`config.mk`:
```
export PLATFORM = sky130hd
export DESIGN_NAME = axi_lite_arbiter_2to1
export DESIGN_NICKNAME = d
export VERILOG_FILES = /design/src/rtl/axi_lite_pkg.sv /design/src/rtl/rr_arbiter_2.sv /design/src/rtl/axi_lite_arbiter_2to1.sv
export SDC_FILE = /design/constraint.sdc
export NUM_CORES = 1
export LEC_CHECK = 0
export BUFFER_PORTS_ARGS = -buffer_cell sky130_fd_sc_hd__buf_2
export CORE_AREA = 2 2 168 170
export CTS_BUF_LIST = sky130_fd_sc_hd__clkbuf_2 sky130_fd_sc_hd__clkbuf_4 sky130_fd_sc_hd__clkbuf_8
export DETAILED_ROUTE_END_ITERATION = 16
export DIE_AREA = 0 0 170 172
export GPL_ROUTABILITY_DRIVEN = 0
export GPL_TIMING_DRIVEN = 1
export MAX_ROUTING_LAYER = met4
export PLACE_DENSITY = 0.4
export SYNTH_ARGS = -nofsm -noshare
export SYNTH_HDL_FRONTEND = slang
export SYNTH_HIERARCHICAL = 1
export SYNTH_SLANG_ARGS = --single-unit
```
`constraint.sdc`:
```
create_clock -name ACLK -period 2.2 [get_ports ACLK]
set_clock_uncertainty 0.2 [all_clocks]
set_input_delay 0 -clock ACLK [delete_from_list [all_inputs] [get_ports ACLK]]
set_output_delay 0 -clock ACLK [all_outputs]
set_load 0.1 [all_outputs]
```
`src/rtl/axi_lite_pkg.sv`:
```
// Shared definitions for the AXI4-Lite arbiter: FSM state encoding and response codes.
package axi_lite_pkg;

  typedef enum logic [2:0] {
    IDLE    = 3'd0,
    WR_ADDR = 3'd1,
    WR_RESP = 3'd2,
    RD_ADDR = 3'd3,
    RD_DATA = 3'd4
  } state_t;

  localparam logic [1:0] OKAY   = 2'b00;
  localparam logic [1:0] EXOKAY = 2'b01;
  localparam logic [1:0] SLVERR = 2'b10;
  localparam logic [1:0] DECERR = 2'b11;

endpackage

```
`src/rtl/rr_arbiter_2.sv`:
```
// Two-requester round-robin arbiter: one-hot grant from req and the preferred-master pointer.
module rr_arbiter_2 (
  input  logic [1:0] req,
  input  logic       rr,
  input  logic       advance,
  output logic [1:0] grant,
  output logic       rr_next
);

  always_comb begin
    grant = req;
    if (req == 2'b11) begin
      grant = rr ? 2'b10 : 2'b01;
    end
    // Pointer moves to the other master whenever a grant is taken.
    rr_next = rr;
    if (advance && (grant != 2'b00)) begin
      rr_next = ~grant[1];
    end
  end

endmodule

```
`src/rtl/axi_lite_arbiter_2to1.sv`:
```
// Two-master to one-slave AXI4-Lite arbiter: one transaction at a time, round-robin,
// channels forwarded combinationally from the registered grant.
module axi_lite_arbiter_2to1
  import axi_lite_pkg::*;
#(
  parameter int DW = 32,
  parameter int AW = 32
) (
  input  logic            ACLK,
  input  logic            ARESET,
  input  logic [1:0]      M_AWVALID,
  input  logic [2*AW-1:0] M_AWADDR,
  output logic [1:0]      M_AWREADY,
  input  logic [1:0]      M_WVALID,
  input  logic [2*DW-1:0] M_WDATA,
  output logic [1:0]      M_WREADY,
  output logic [1:0]      M_BVALID,
  output logic [3:0]      M_BRESP,
  input  logic [1:0]      M_BREADY,
  input  logic [1:0]      M_ARVALID,
  input  logic [2*AW-1:0] M_ARADDR,
  output logic [1:0]      M_ARREADY,
  output logic [1:0]      M_RVALID,
  output logic [2*DW-1:0] M_RDATA,
  output logic [3:0]      M_RRESP,
  input  logic [1:0]      M_RREADY,
  output logic            S_AWVALID,
  output logic [AW-1:0]   S_AWADDR,
  input  logic            S_AWREADY,
  output logic            S_WVALID,
  output logic [DW-1:0]   S_WDATA,
  input  logic            S_WREADY,
  input  logic            S_BVALID,
  input  logic [1:0]      S_BRESP,
  output logic            S_BREADY,
  output logic            S_ARVALID,
  output logic [AW-1:0]   S_ARADDR,
  input  logic            S_ARREADY,
  input  logic            S_RVALID,
  input  logic [DW-1:0]   S_RDATA,
  input  logic [1:0]      S_RRESP,
  output logic            S_RREADY,
  output logic            grant_id,
  output logic            busy
);

  state_t     state_q, state_d;
  logic       grant_id_q, grant_id_d;
  logic       rr_q, rr_d;
  logic       aw_done_q, aw_done_d;
  logic       w_done_q, w_done_d;

  logic [1:0] req;
  logic [1:0] arb_grant;
  logic       rr_next;
  logic       in_wa, in_wr, in_ra, in_rd;
  logic       aw_hs, w_hs;

  logic [AW-1:0] m_awaddr, m_araddr;
  logic [DW-1:0] m_wdata;

  assign req = M_AWVALID | M_ARVALID;

  // The pointer is updated when the grant is taken rather than at completion; decisions
  // only happen in IDLE and reset clears it, so the arbitration order is identical.
  rr_arbiter_2 u_rr (
    .req     (req),
    .rr      (rr_q),
    .advance (state_q == IDLE),
    .grant   (arb_grant),
    .rr_next (rr_next)
  );

  assign busy     = (state_q != IDLE);
  assign grant_id = grant_id_q;

  assign in_wa = (state_q == WR_ADDR);
  assign in_wr = (state_q == WR_RESP);
  assign in_ra = (state_q == RD_ADDR);
  assign in_rd = (state_q == RD_DATA);

  assign m_awaddr = grant_id_q ? M_AWADDR[AW +: AW] : M_AWADDR[0 +: AW];
  assign m_araddr = grant_id_q ? M_ARADDR[AW +: AW] : M_ARADDR[0 +: AW];
  assign m_wdata  = grant_id_q ? M_WDATA[DW +: DW]  : M_WDATA[0 +: DW];

  // Slave side: only the active channel carries anything; completed channels are masked.
  assign S_AWVALID = in_wa && M_AWVALID[grant_id_q] && !aw_done_q;
  assign S_AWADDR  = in_wa ? m_awaddr : '0;
  assign S_WVALID  = in_wa && M_WVALID[grant_id_q] && !w_done_q;
  assign S_WDATA   = in_wa ? m_wdata : '0;
  assign S_BREADY  = in_wr && M_BREADY[grant_id_q];
  assign S_ARVALID = in_ra && M_ARVALID[grant_id_q];
  assign S_ARADDR  = in_ra ? m_araddr : '0;
  assign S_RREADY  = in_rd && M_RREADY[grant_id_q];

  assign aw_hs = S_AWVALID && S_AWREADY;
  assign w_hs  = S_WVALID && S_WREADY;

  for (genvar i = 0; i < 2; i++) begin : g_mst
    logic sel;
    assign sel = busy && (grant_id_q == 1'(i));
    assign M_AWREADY[i]           = sel && in_wa && S_AWREADY && !aw_done_q;
    assign M_WREADY[i]            = sel && in_wa && S_WREADY && !w_done_q;
    assign M_BVALID[i]            = sel && in_wr && S_BVALID;
    assign M_BRESP[2*i +: 2]      = (sel && in_wr) ? S_BRESP : 2'b00;
    assign M_ARREADY[i]           = sel && in_ra && S_ARREADY;
    assign M_RVALID[i]            = sel && in_rd && S_RVALID;
    assign M_RDATA[i*DW +: DW]    = (sel && in_rd) ? S_RDATA : '0;
    assign M_RRESP[2*i +: 2]      = (sel && in_rd) ? S_RRESP : 2'b00;
  end

  always_comb begin
    state_d    = state_q;
    grant_id_d = grant_id_q;
    rr_d       = rr_q;
    aw_done_d  = aw_done_q;
    w_done_d   = w_done_q;
    unique case (state_q)
      IDLE: begin
        rr_d = rr_next;
        if (arb_grant != 2'b00) begin
          grant_id_d = arb_grant[1];
          state_d    = M_AWVALID[arb_grant[1]] ? WR_ADDR : RD_ADDR;
        end
      end
      WR_ADDR: begin
        aw_done_d = aw_done_q || aw_hs;
        w_done_d  = w_done_q || w_hs;
        if (aw_done_d && w_done_d) begin
          state_d = WR_RESP;
        end
      end
      WR_RESP: begin
        if (S_BVALID && S_BREADY) begin
          state_d   = IDLE;
          aw_done_d = 1'b0;
          w_done_d  = 1'b0;
        end
      end
      RD_ADDR: begin
        if (S_ARVALID && S_ARREADY) begin
          state_d = RD_DATA;
        end
      end
      RD_DATA: begin
        if (S_RVALID && S_RREADY) begin
          state_d = IDLE;
        end
      end
      default: state_d = IDLE;
    endcase
  end

  always_ff @(posedge ACLK) begin
    if (ARESET) begin
      state_q    <= IDLE;
      grant_id_q <= 1'b0;
      rr_q       <= 1'b0;
      aw_done_q  <= 1'b0;
      w_done_q   <= 1'b0;
    end else begin
      state_q    <= state_d;
      grant_id_q <= grant_id_d;
      rr_q       <= rr_d;
      aw_done_q  <= aw_done_d;
      w_done_q   <= w_done_d;
    end
  end

endmodule
```
==> results.json <==
{
  "track_usage_pct": 11.3,
  "clock-sinks": 7,
  "violations": "negative hold slack",
  "drive_gt1_share_pct": 73.0,
  "r2r_slack_ps": 250,
  "root_buffer": "clkbuf_8",
  "area_growth_pct": 231,
  "hpwl_um": 16200,
  "end_kind": "output port",
  "worst_pin_slew_ps": 517,
  "place_inst": 1146,
  "rsz0062_at_grt": "false",
  "clkLatencyLatePin_ps": 230,
  "via_count": 4223,
  "hold_path_class": "input pin to register",
  "grt_max_degree": 40,
  "cap_violations": 0,
  "n_fill_cell": 2857,
  "routedWlPerCell_um": 15.7,
  "rr_worst_depth": 5,
  "antenna_found_initial": 0,
  "die_h_um": 172,
  "fmax_mhz": 475,
  "regToRegEndpoint": "state_q[1]$_SDFFE_PP0P_",
  "cp.required_ps": 2000,
  "cts_max_path_buffers": 2,
  "syn-num-nets": 629,
  "synth_area_mm2": 0.00256,
  "most-common-layout-cells": "buf_2 (248), buf_12 (188), mux2i_1 (104)",
  "fin_crit_sh_pct": 95.7,
  "path_common_cell": "buf_12",
  "yosysSeqAreaShare_pct": 5.46,
  "layout_commonest_cell": "buf_2",
  "multi_input_area_mm2": 0.00272,
  "grt_overflow": 0,
  "path_max_fanout": 39,
  "seq_area_um2": 145,
  "cts_buffers": 3,
  "arrival_ps": 1910,
  "holdPathStages": 4,
  "critPathKind": "register to output port",
  "wirelength_um": 18100,
  "rows": 61,
  "holdWs_ps": -1.20,
  "clk_transition_reported_paths_ps": 40,
  "synthCells": 384,
  "leakagePower_uw": 0.00360,
  "timing.rr.start": "state_q[2]$_SDFFE_PP0P_",
  "cts_tree": "done",
  "avgSynthCellArea_um2": 6.68,
  "whs_endpoint": "state_q[2]$_SDFFE_PP0P_",
  "p_per_area_mw_per_mm2": 1030,
  "yosysWarnings": 6,
  "slew-limit-headroom_pct": 65.8,
  "drc": 0,
  "ios": 430,
  "drt_pass1_iterations": 4,
  "slew_viol_final": 0,
  "io_buffers": 429,
  "status": "finished with violations",
  "dieArea_mm2": 0.0292,
  "hold_path_startpoint": "S_RVALID",
  "fin_crit_ps": 2110,
  "grt_pass1_wl_um": 24600,
  "crit_chain": "or3b_4 -> buf_12 -> nor2_1 -> buf_12",
  "hold_viol": 1,
  "postRouteAntennaNets": 0,
  "cpMaxStageDelayCell": "or3b_4",
  "coreArea_mm2": 0.0275,
  "yosysUniqueCellTypes": 32,
  "path_buf_inv": 2,
  "fin_tns_setup_ps": 0,
  "start_util_pct": 9.34,
  "stdcell_count": 1153,
  "setup_violations": 0,
  "synth-seq-cells": 7,
  "first_global_vias": 3919,
  "vias_per_cell": 3.66,
  "post_cts_buffers": 0,
  "dr.first_iter.drc_count": 98,
  "critPathTopFamily": "simple AND/OR/NAND/NOR gates",
  "cts_max_level": 1,
  "nets": 1052,
  "dieWidth_um": 170,
  "fin_util_pct": 30.9,
  "startpoint_type": "register",
  "max-vdd-ir-drop_mv": 0.515,
  "crit_path_max_incr_delay_ps": 530
}
## synth_stat cells
cell type    n  area share, %
mux2i_1    104             41
nor3_2       1           0.39
a22oi_1      1           0.29
nor2_1     113             17
a32oi_1      1           0.34
nor3_1       5           0.98
o21ai_0      1           0.19
buf_2       15            2.9
inv_1        5           0.73
a21boi_0     1           0.29
nor2_4       2           0.88
and3_1       7            1.7
a21oi_1      5           0.98
o221ai_1     1           0.34
a21boi_1     1           0.29
nand2_1      6           0.88
buf_1        4           0.59
o21a_1       1           0.29
nor2b_1      1           0.24
and2_1      72             18
nor2b_4      1           0.54
a31oi_1      1           0.24
buf_4        4            1.2
and3b_1      1           0.34
a221oi_2     1           0.59
or4_1        2           0.59
nand2b_1     4           0.98
clkbuf_1    11            1.6
or3b_1       2           0.68
dfxtp_1      7            5.5
or2_2        2           0.49
nand3b_1     1           0.29
## per-stage QoR
step / instance area [um2] / total power (uW) / setup WS (ps)
floorplan: 3040 / 5670 / -572
global placement: 8420 / 8660 / 274
detailed placement: 8420 / 8670 / 237
CTS: 8490 / 8880 / 28.7
global route: 8490 / 9120 / 8.89
finish: 8500 / 8790 / 94.8
## area by class of cell
class                   count  share of cell area [%]
diodes                      1                  0.0295
clock buffers               4                   0.574
inverters                   5                   0.221
multi-input cells         338                    32.0
flip-flops and latches      7                    1.71
well taps                 346                    5.09
repair buffers            452                    60.4
## registers in the layout, indices dropped and copies added, names as in the netlist
| register | count |
|---|---|
| aw_done_q | 1 |
| w_done_q | 1 |
| state_q | 3 |
| rr_q | 1 |
| grant_id | 1 |
## layer usage
metal	up-vias	track usage, %	share of wire, %
met5	-	-	0
met4	0	0.595	0.083
met3	2	1.49	6.2
met2	169	20.6	54
met1	1930	14.0	40
li1	2122	-	-
## how the worst max path moves through the flow
stage                       startpoint                 endpoint  slack [ps]  depth (start not counted)
2_1_floorplan  state_q[0]$_SDFFE_PP0P_              S_WDATA[11]        -570                          6
3_3_place_gp   state_q[2]$_SDFFE_PP0P_  state_q[1]$_SDFFE_PP0P_         270                          5
3_5_place_dp   state_q[2]$_SDFFE_PP0P_  state_q[1]$_SDFFE_PP0P_         240                          5
4_1_cts        state_q[2]$_SDFFE_PP0P_               M_RDATA[1]          30                          5
5_1_grt        state_q[2]$_SDFFE_PP0P_             S_AWADDR[17]           9                          4
6_report       state_q[2]$_SDFFE_PP0P_             S_AWADDR[21]          90                          4
## worst min-delay path: stages
cell and delay [ps]:
buf_2 140, nand2b_1 80, a32oi_1 90, nor2_1 80
## logic make-up after synthesis
group / Yosys count / share of synthesized area, %
and+or+nand+nor: 220 / 43.1
muxes: 104 / 40.6
buffers and inverters: 39 / 7.02
AOI/OAI and AO/OA: 14 / 3.85
DFF: 7 / 5.46
## report_power, final
part | internal, uW | switching, uW
Combinational | 2880 | 5450
Clock | 138 | 55.1
Sequential | 172 | 91.8
Total | 3190 | 5600
## repair_timing
item | 4_1_cts | 5_1_grt
hold buffers | 2 | 0
gates resized for setup | 0 | 2
endpoints found under the hold margin | 7 | 0
setup endpoints to repair | 0 | 50
Note: power is estimated with default switching activity, not from simulation.
